<file path="src/rtl/shift_arbiter.sv">
// shift_arbiter: round-robin sequencer that shares one clocked barrel shifter
// between two requesters: the data-processing operand-2 path (requester 0)
// and the load/store scaled-offset path (requester 1). One request is in
// flight at a time. The shifter latency is waited out, then the result is
// returned to the granted requester with a one-cycle pulse.

module shift_arbiter #(
   // Cycles from a shifter-input change to a valid Shift_Out (legal 1..15).
   parameter int SHIFT_LAT = 1
) (
   input  logic        clk,
   input  logic        rst,
   // requester 0: data-processing operand 2
   input  logic        Req0_Valid,
   output logic        Req0_Ready,
   input  logic [3:1]  Req0_Op,
   input  logic [32:1] Req0_Data,
   input  logic [8:1]  Req0_Num,
   input  logic        Req0_Carry,
   // requester 1: load/store scaled offset
   input  logic        Req1_Valid,
   output logic        Req1_Ready,
   input  logic [3:1]  Req1_Op,
   input  logic [32:1] Req1_Data,
   input  logic [8:1]  Req1_Num,
   input  logic        Req1_Carry,
   // response side
   output logic        Rsp0_Valid,
   output logic        Rsp1_Valid,
   output logic [32:1] Rsp_Out,
   output logic        Rsp_Carry,
   output logic        Busy,
   // shifter side
   output logic [3:1]  SHIFT_OP,
   output logic [32:1] Shift_Data,
   output logic [8:1]  Shift_Num,
   output logic        Carry_flag,
   input  logic [32:1] Shift_Out,
   input  logic        Shift_Carry_Out
);

   typedef enum logic [1:0] {
      IDLE = 2'd0,
      WAIT = 2'd1,
      RESP = 2'd2
   } state_t;

   // Counter load value; the counter is four bits wide, enough for 1..15.
   localparam logic [3:0] LAT_CNT = 4'(SHIFT_LAT);

   state_t      state_q;
   logic        rr_ptr_q;
   logic        owner_q;
   logic [3:0]  cnt_q;
   logic [3:0]  cnt_d;
   logic        busy_q;
   logic        rsp0_q;
   logic        rsp1_q;
   logic [32:1] rsp_out_q;
   logic        rsp_carry_q;

   // Shifter-driving registers and the winner's fields feeding them.
   logic [3:1]  op_q;
   logic [32:1] data_q;
   logic [8:1]  num_q;
   logic        carry_q;
   logic [3:1]  op_d;
   logic [32:1] data_d;
   logic [8:1]  num_d;
   logic        carry_d;

   logic        grant0;
   logic        grant1;

   // Grant: only in IDLE and never while reset is held; rr_ptr breaks ties.
   always_comb begin
      grant0 = 1'b0;
      grant1 = 1'b0;
      if ((state_q == IDLE) && !rst) begin
         if (Req0_Valid && Req1_Valid) begin
            grant0 = ~rr_ptr_q;
            grant1 = rr_ptr_q;
         end else begin
            grant0 = Req0_Valid;
            grant1 = Req1_Valid;
         end
      end
   end

   // Operand mux: forward the winning requester's fields to the shifter.
   always_comb begin
      op_d    = Req0_Op;
      data_d  = Req0_Data;
      num_d   = Req0_Num;
      carry_d = Req0_Carry;
      if (grant1) begin
         op_d    = Req1_Op;
         data_d  = Req1_Data;
         num_d   = Req1_Num;
         carry_d = Req1_Carry;
      end
   end

   assign cnt_d = cnt_q - 4'd1;

   // Sequencer FSM: accept in IDLE, count down the latency in WAIT, capture
   // on the last WAIT edge, pulse the owner's response in RESP.
   // Shifter inputs are not cleared after RESP to avoid needless toggling.
   always_ff @(posedge clk or posedge rst) begin
      if (rst) begin
         state_q     <= IDLE;
         rr_ptr_q    <= 1'b0;
         owner_q     <= 1'b0;
         cnt_q       <= 4'd0;
         busy_q      <= 1'b0;
         rsp0_q      <= 1'b0;
         rsp1_q      <= 1'b0;
         rsp_out_q   <= '0;
         rsp_carry_q <= 1'b0;
         op_q        <= '0;
         data_q      <= '0;
         num_q       <= '0;
         carry_q     <= 1'b0;
      end else begin
         rsp0_q <= 1'b0;
         rsp1_q <= 1'b0;
         case (state_q)
            IDLE: begin
               if (grant0 || grant1) begin
                  op_q     <= op_d;
                  data_q   <= data_d;
                  num_q    <= num_d;
                  carry_q  <= carry_d;
                  owner_q  <= grant1;
                  rr_ptr_q <= ~grant1;
                  cnt_q    <= LAT_CNT;
                  busy_q   <= 1'b1;
                  state_q  <= WAIT;
               end
            end
            WAIT: begin
               cnt_q <= cnt_d;
               if (cnt_q == 4'd1) begin
                  rsp_out_q   <= Shift_Out;
                  rsp_carry_q <= Shift_Carry_Out;
                  rsp0_q      <= ~owner_q;
                  rsp1_q      <= owner_q;
                  state_q     <= RESP;
               end
            end
            RESP: begin
               busy_q  <= 1'b0;
               state_q <= IDLE;
            end
            default: begin
               busy_q  <= 1'b0;
               state_q <= IDLE;
            end
         endcase
      end
   end

   assign Req0_Ready = grant0;
   assign Req1_Ready = grant1;
   assign Rsp0_Valid = rsp0_q;
   assign Rsp1_Valid = rsp1_q;
   assign Rsp_Out    = rsp_out_q;
   assign Rsp_Carry  = rsp_carry_q;
   assign Busy       = busy_q;
   assign SHIFT_OP   = op_q;
   assign Shift_Data = data_q;
   assign Shift_Num  = num_q;
   assign Carry_flag = carry_q;

   // Invariants: at most one grant, never two responses, Busy tracks state.
   a_ready_onehot : assert property (@(posedge clk) disable iff (rst)
      !(Req0_Ready && Req1_Ready));
   a_rsp_onehot : assert property (@(posedge clk) disable iff (rst)
      !(Rsp0_Valid && Rsp1_Valid));
   a_busy_state : assert property (@(posedge clk) disable iff (rst)
      Busy == (state_q != IDLE));

endmodule

</file>
<file path="config.mk">
export PLATFORM = sky130hd
export DESIGN_NAME = shift_arbiter
export DESIGN_NICKNAME = d
export VERILOG_FILES = /design/src/rtl/shift_arbiter.sv
export SDC_FILE = /design/constraint.sdc
export NUM_CORES = 1
export LEC_CHECK = 0
export ABC_AREA = 1
export BUFFER_PORTS_ARGS = -buffer_cell sky130_fd_sc_hd__clkbuf_2
export CAP_MARGIN = 20
export CORE_MARGIN = 2
export CORE_UTILIZATION = 44
export CTS_CLUSTER_SIZE = 14
export DETAILED_ROUTE_END_ITERATION = 8
export GPL_ROUTABILITY_DRIVEN = 0
export PLACE_DENSITY = 0.89
export SETUP_SLACK_MARGIN = 0.02
export SYNTH_ARGS = -nofsm -noshare
export SYNTH_HDL_FRONTEND = slang
export SYNTH_SLANG_ARGS = --single-unit
</file>
<file path="constraint.sdc">
create_clock -name clk -period 6.1 [get_ports clk]
set_clock_uncertainty 0.15 [all_clocks]
set_input_delay 0.61 -clock clk [delete_from_list [all_inputs] [get_ports clk]]
set_output_delay 0.61 -clock clk [all_outputs]
set_load 0.02 [all_outputs]
</file>
==> metrics.md, run 1 <==
| Metric | Value |
|---|---|
| Status | completed |
| Final nets | 850 |
| Post-CTS setup buffers | 0 |
| Buffers & Inverters on Critical Path | 2 |
| CTS Buf Count | 9 |
| WP data required | approximately 6.2 ns |
| Pre-CTS setup slack | about 2.0 ns |
| Area Overhead vs Synth | 31.5% |
| Vias in the first global route | 3631 |
| Commonest cells post-synth | nand2_1, dfrtp_1, nand3_1 |
| Area of the core | between 8000 and 9000 um2 |
| Largest family of logic cells by synthesized area | simple AND/OR/NAND/NOR gates |
| Critical path endpoint category | register |
| CP arrival | between 3 and 4 ns |
| Period minus WS final | about 3.8 ns |
| Vias | between 3000 and 4000 |
| Initial antenna violation count | 0 |
| Post-synth EDFFs | 0 |
| Syn Inst Count | between 500 and 600 |
| Routed wire length | 10600 um |
| Clk Latency, worst-skew pair | approximately 0.35 ns |
| GR Overflow Total | 0 |
| Inst Count DP | 820 |
| Worst slew margin | between 30% and 40% |
| Period utilisation layout | slightly above 60% |
| Rows | 34 |
| Worst path slowest cell | nand2_2 |
| Crit Path Max Fanout | 50 |
| Drt first pass iters | 4 |
| Synth unique cells | 20 |
| Area taken by multi-input logic gates | about 1600 um2 |
| Startpoint types | register |
| Worst slew pin tran | 1.01 ns |
| HP Class | input port to asynchronous set/reset pin |
| XOR/XNOR Fraction of Synth Area | less than 1% |
| Multiplexer area fraction after synthesis | 0% |
| Max-Cap Viols | 0 |
| ANT cells | 0 |
| Top cell type by total area after synthesis | dfrtp_1 |
| Maximum root-to-sink buffer count | 2 |
| Die area | between 9000 and 10000 um2 |
| Worst-path cell chain | inv_2, nand2_2, nor2_4, nand2_2, nand2_4, inv_2, nand2_1, nand2_1 |
| CTS hold repair buffers | 0 |
| TritonCTS clock tree | built |
| Simple-gate area share of the yosys netlist | between 30 and 40% |
| Critical path type | register to register |
| Clock-pin slew on the worst setup and hold paths | around 0.090 ns |
| Peak VDD IR | between 0.2 and 0.3 mV |
| Layout cell share with drive strength beyond 1 | 32.1% |
| Post-synth net total | approximately 660 |
| Final TNS setup | 0 ns |
| Detail Placement HPWL | ~7600 um |
| Final setup viols | 0 |
| Most numerous cell in the Yosys netlist | nand2_1 |
| Root Buffer | clkbuf_8 |
| First-pass GRT wire length | between 15000 and 20000 um |
| Non-Filler Instances | ~840 |
| DRC viols | 0 |
| H-tree depth | 3 |
| Setup repair after global routing missed its margin | no |
| Vias per inst | about 4.7 |
| Syn_area_per_cell | 7.54 um2 |
| Seq/Total Area, Yosys | between 50% and 60% |
| Io pins | around 210 |
| FFs w/ async S/R, synth | between 90% and 100% |
| Main synth FF type | dfrtp_1 |
| Die Span Y | 99.5 um |
| P per Cell Area | 513 nW/um2 |
| Yosys warns | 0 |
| Initial core utilization | between 40% and 50% |
| Kind of cell adding the most delay to the critical path | simple AND/OR/NAND/NOR gates |
| Lkg Pwr | 3.27 nW |
| ANT nets after route | 0 |
| Worst Setup Slack, final | 2.34 ns |
| Fill cells | 799 |
| WL/cell | between 10 and 15 um |
| Synth top area share | a little over half |
| I/O Buffers | around 210 |
| Synthesized cell area | ~4000 um2 |
| Hold Vio Cnt, Final | 0 |
| Top cells by area, synth | dfrtp_1, nand2_1, nand3_1, buf_2, inv_1 |
| PostCTS Resize Cnt | 0 |
| Clock sink count | slightly below 90 |
| Max incr delay on CP | 0.83 ns |
| Largest net degree at the start of global routing | about 60 |
| Die Span X | 99.5 um |
| Register area | roughly 2200 um2 |
| Slew Viols, Final | 0 |
| Max Clk Rate | between 200 and 300 MHz |
| Yosys reg bits | 88 |
| Compound-gate portion of the synthesized area | less than 1% |
| Overall Global Routing Usage | a little over a fifth |
| Iter 0 DRT Violations | about 160 |
| Adder-cell area share of the yosys netlist | less than 1% |
-- cell type report --
class | count | area share (%)
clock buffers | 11 | 2.87
clock inverters | 5 | 1.21
inverters | 13 | 0.948
multi-input cells | 404 | 31.0
flip-flops and latches | 88 | 41.7
well taps | 108 | 2.56
repair buffers | 207 | 19.7
-- stage by stage --
step	area [um2]	utilization (%)	hold WS [ns]	total power (W)
after floorplan	4010	-	0.253	0.00187
after global placement	5060	57.8	0.264	0.00227
after detailed placement	5060	57.8	0.268	0.00231
after CTS	5280	60.2	0.168	0.00274
after global routing	5280	60.2	0.194	0.00293
final	5280	60.2	0.161	0.00271
-- state kept, by name, summed over array words and instances, names as in the netlist --
name / count
Rsp_Out: 32
Shift_Data: 32
Shift_Num: 8
cnt_q: 4
SHIFT_OP: 3
state_q: 2
Busy: 1
Carry_flag: 1
Rsp0_Valid: 1
Rsp1_Valid: 1
Rsp_Carry: 1
owner_q: 1
rr_ptr_q: 1
-- path summary, 6_finish.rpt --
check	from	endpoint	slack, ns	cells past startpoint
max in group asynchronous	rst	Shift_Data[6]$_DFFE_PP0P_	4.56	3
max	state_q[1]$_DFFE_PP0P_	Shift_Data[30]$_DFFE_PP0P_	2.34	8
min in group clk	owner_q$_DFFE_PP0P_	Rsp0_Valid$_DFF_PP0_	0.29	1
max reg2reg	state_q[1]$_DFFE_PP0P_	Shift_Data[30]$_DFFE_PP0P_	2.34	8
min	rst	Rsp_Out[31]$_DFFE_PP0P_	0.16	2
min reg2reg	owner_q$_DFFE_PP0P_	Rsp0_Valid$_DFF_PP0_	0.29	1
-- layout by cell type (no fill, tap or decap) --
cell	count
inv_6	1
nor2_1	9
dfrtp_1	88
buf_4	1
bufinv_16	1
nand2_1	334
nor2_4	1
a21oi_1	2
nand3_1	46
clkbuf_2	206
clkinv_1	1
inv_2	2
xor2_1	1
clkinvlp_4	1
nand4_1	2
clkinv_4	2
nand2_4	1
clkinv_2	1
inv_1	9
nand2_2	4
or2_2	1
ha_1	2
clkbuf_8	11
nand3_2	1
-- per-layer routing --
metal	part of all wire, %	track usage [%]
met5	0	0
met4	1.2	6.53
met3	9.7	6.18
met2	47	36.2
met1	42	28.5
-- report_power, final --
part           total [W]  internal [W]  switching [W]
Sequential       0.00103      0.000861       0.000166
Combinational    0.00126      0.000400       0.000857
Clock           0.000424      0.000215       0.000209
Total            0.00271       0.00148        0.00123
-- logic make-up after synthesis --
logic type,Yosys count
xor+xnor,1
flops,88
compound gates,2
fa+ha+maj,2
simple gates,399
buf+inv,40
No activity file was read; power rests on OpenSTA's default activity.
==> run 2: changes to the inputs <==
Settings changed: ABC_AREA 1 to 0, PLACE_DENSITY 0.89 to 0.87.
Clock period 6.1 ns to 3.9 ns, I/O delays scaled along.
==> run 2 against run 1 <==
Against the previous run: setup slack lost 1.1 ns; register-to-register slack lost 0.52 ns; global-route usage shrank 0.99 points; count of clock-buffer cells in the layout shrank 2; largest cell class unchanged; highest routed layer unchanged.
==> metrics.md, run 2 <==
| Metric | Value |
|---|---|
| Status | completed |
| GR Overflow Total | 0 (unchanged) |
| Peak VDD IR | 0.482 mV (+70%) |
| Max incr delay on CP | 0.55 ns (-0.28 ns) |
| Area Overhead vs Synth | 23.8% |
| Iter 0 DRT Violations | 285 (+80%) |
| Lkg Pwr | 2.78 nW (-15%) |
| Switching power | 0.00189 W (+53%) |
| Setup repair after global routing missed its margin | no |
| Routed wire length | 11600 um (+9.8%) |
| Top cell type by total area after synthesis | dfrtp_1 |
| Hold Vio Cnt, Final | 0 (unchanged) |
| ANT nets after route | 0 (unchanged) |
| First-pass GRT wire length | 18800 um (+9.8%) |
| Io pins | 207 (unchanged) |
| Kind of cell adding the most delay to the critical path | buffers and inverters |
| Overall Global Routing Usage | 21.0% (-0.99 points) |
| H-tree depth | 3 (unchanged) |
| Slew Viols, Final | 0 (unchanged) |
| Critical path type | input port to primary output |
| Worst Setup Slack, final | 1.24 ns (-1.09 ns) |
| Synth top area share | 48.6% (-6.3 points) |
| Fill cells | 937 (+17%) |
| Main synth FF type | dfrtp_1 |
| Largest net degree at the start of global routing | 51 (-14%) |
| Commonest cells post-synth | dfrtp_1, inv_1, nand2_1 |
| HP Class | input port to register |
| Post-synth EDFFs | 0 (unchanged) |
| Worst slew margin | 29.6% (-2.6 points) |
| Top cells by area, synth | dfrtp_1, o22a_1, mux2_2, o211ai_1, a31oi_1 |
| Most numerous cell in the Yosys netlist | dfrtp_1 |
| I/O Buffers | 206 (unchanged) |
| Internal Power | 0.00247 W (+67%) |
| Syn Inst Count | 423 (-20%) |
| Buffers & Inverters on Critical Path | 4 (+2) |
| FFs w/ async S/R, synth | 100% (unchanged) |
| Die area | 11100 um2 (+12%) |
| Detail Placement HPWL | 8090 um (+6.7%) |
| WP data required | 3.36 ns (-2.83 ns) |
| Hold Path Stages | 2 |
| Seq/Total Area, Yosys | 48.6% (-6.3 points) |
| Startpoint types | input port |
| Rows | 37 (+8.8%) |
| Final core utilization | 55.1% (-5.1 points) |
| Area taken by multi-input logic gates | 1790 um2 (+9.3%) |
| Syn_area_per_cell | 10.7 um2 (+42%) |
| Post-CTS setup buffers | 0 (unchanged) |
| CP arrival | 2.12 ns (-1.73 ns) |
| ANT cells | 0 (unchanged) |
| Period utilisation layout | between 60% and 70% |
| Sequential share of power | 37.4% (-0.5 points) |
| FF-to-FF path depth | 5 (-3) |
| Most common cell after layout, fill and taps aside | clkbuf_2 |
| Most frequent cells in the layout | clkbuf_2, dfrtp_1, inv_1 |
| Sw frac | 43.3% (-2.2 points) |
| Root Buffer | clkbuf_8 |
| Drt first pass iters | 4 (unchanged) |
| Crit path top cell by count | clkbuf_2 |
| Comb pwr share | 48.9% (+2.5 points) |
| Register area | 2200 um2 (unchanged) |
| Layout cell share with drive strength beyond 1 | 44.8% (+13 points) |
| Pre-CTS setup slack | 1.38 ns (-0.654 ns) |
| Yosys warns | 0 (unchanged) |
| Clock-pin slew on the worst setup and hold paths | 0.10 ns (about the same) |
| Worst-path cell chain | dlygate4sd3_1, clkbuf_2, nor3_4, buf_4, and3_2, clkbuf_2 |
| Synth unique cells | 35 (+75%) |
| Clk pwr share | 13.7% (-2.0 points) |
| Period minus WS final | roughly 2.7 ns |
| WL/cell | 15.5 um (+23%) |
| Vias per inst | 5.38 (+15%) |
| Hold-critical path endpoint | Rsp_Out[19]$_DFFE_PP0P_ |
| Initial core utilization | 44.5% (-1.3 points) |
| Worst path slowest cell | dlygate4sd3_1 |
| CTS Buf Count | 9 (unchanged) |
| Clk Latency, worst-skew pair | 0.36 ns (about the same) |
| Max-Cap Viols | 0 (unchanged) |
| Vias | 4010 (+2.8%) |
| Crit Path Max Fanout | 46 (-8.0%) |
| Post-synth net total | 550 (-17%) |
| Max Clk Rate | approximately 380 MHz |
| Die Span Y | 106 um (+6.0%) |
| Area of the core | 10200 um2 (+16%) |
| Final TNS setup | 0 ns (unchanged) |
| Critical path endpoint category | primary output |
| Vias in the first global route | 3978 (+9.6%) |
| Initial antenna violation count | 0 (unchanged) |
| P per Cell Area | 776 nW/um2 (+51%) |
| RR Startpoint | cnt_q[1]$_DFFE_PP0P_ |
| FF-to-FF setup slack | 1.82 ns (-0.52 ns) |
| TritonCTS clock tree | built |
| Clock sink count | 88 (unchanged) |
| Maximum root-to-sink buffer count | 2 (unchanged) |
| Die Span X | 106 um (+6.0%) |
| Worst slew pin tran | 1.05 ns (+0.0398 ns) |
| Reg2Reg Capture Point | Rsp_Out[14]$_DFFE_PP0P_ |
| Yosys reg bits | 88 (unchanged) |
| Synthesized cell area | 4530 um2 (+13%) |
| Worst Hold Launch | Shift_Out[19] |
| DRC viols | 0 (unchanged) |
| Final setup viols | 0 (unchanged) |
| Final nets | 732 (-14%) |
-- run 2: changes by cell type after synthesis, moves of 4 or more --
cell | before | now
mux2_2 | 0 | 33
buf_2 | 13 | 9
buf_6 | 1 | 18
nand3_1 | 46 | 0
buf_4 | 0 | 4
buf_8 | 0 | 4
a31oi_1 | 0 | 44
buf_1 | 4 | 0
inv_1 | 10 | 51
nand2_1 | 334 | 47
o22a_1 | 0 | 44
o211ai_1 | 0 | 44
-- run 2: routing by layer --
metal,routed length [um],global-route usage (%)
met1,4610,24.7
met3,875,5.81
met4,214,6.77
met5,0,0
met2,5890,37.1
-- run 2: worst max path at each step --
stage / start / to / slack, ns / depth (start not counted)
after floorplan: rst / Busy$_DFFE_PP0P_ / 1.08 / 1
after global routing: rst / Req0_Ready / 1.14 / 6
after global placement: Req1_Valid / Shift_Data[8]$_DFFE_PP0P_ / 1.47 / 4
after detailed placement: Req1_Valid / Shift_Data[9]$_DFFE_PP0P_ / 1.38 / 4
after CTS: rst / Req0_Ready / 1.25 / 6
final: rst / Req0_Ready / 1.24 / 6
-- run 2: final cells by class --
cell class	count	share of cell area (%)
clock buffers	9	2.21
clock inverters	7	0.959
inverters	51	3.43
multi-input cells	243	31.9
flip-flops and latches	88	39.2
well taps	136	3.03
repair buffers	212	19.2
-- run 2: cell families after synthesis --
family | after synthesis | synth area share, %
AO/OA/AOI/OAI | 139 | 22.8
buffers and inverters | 92 | 12.2
flip-flops | 88 | 48.6
AND/OR/NAND/NOR | 67 | 7.31
multiplexers | 34 | 8.42
adder cells (fa/ha/maj) | 2 | 0.552
XOR/XNOR | 1 | 0.193
-- run 2: power by group through the flow --
stage | clock network, W | logic, W | registers (W)
finish | 0.000597 | 0.00213 | 0.00163
global route | 0.000656 | 0.00229 | 0.00168
CTS | 0.000615 | 0.00215 | 0.00163
detailed placement | 0 | 0.00215 | 0.00165
global placement | 0 | 0.00207 | 0.00161
floorplan | 0 | 0.00111 | 0.00210
-- run 2: what timing repair did --
item	CTS	global route
resized for setup	0	0
setup endpoints to repair	0	0
endpoints found under the hold margin	20	0
hold buffers	1	0
-- run 2: per-stage QoR --
step,area [um2],hold slack [ns],total power (W),std cells
after floorplan,4530,0.253,0.00321,423
after global placement,5420,0.254,0.00368,729
after detailed placement,5420,0.257,0.00379,729
after CTS,5610,0.0816,0.00440,746
after global routing,5610,0.0851,0.00463,746
final,5610,0.0990,0.00436,746
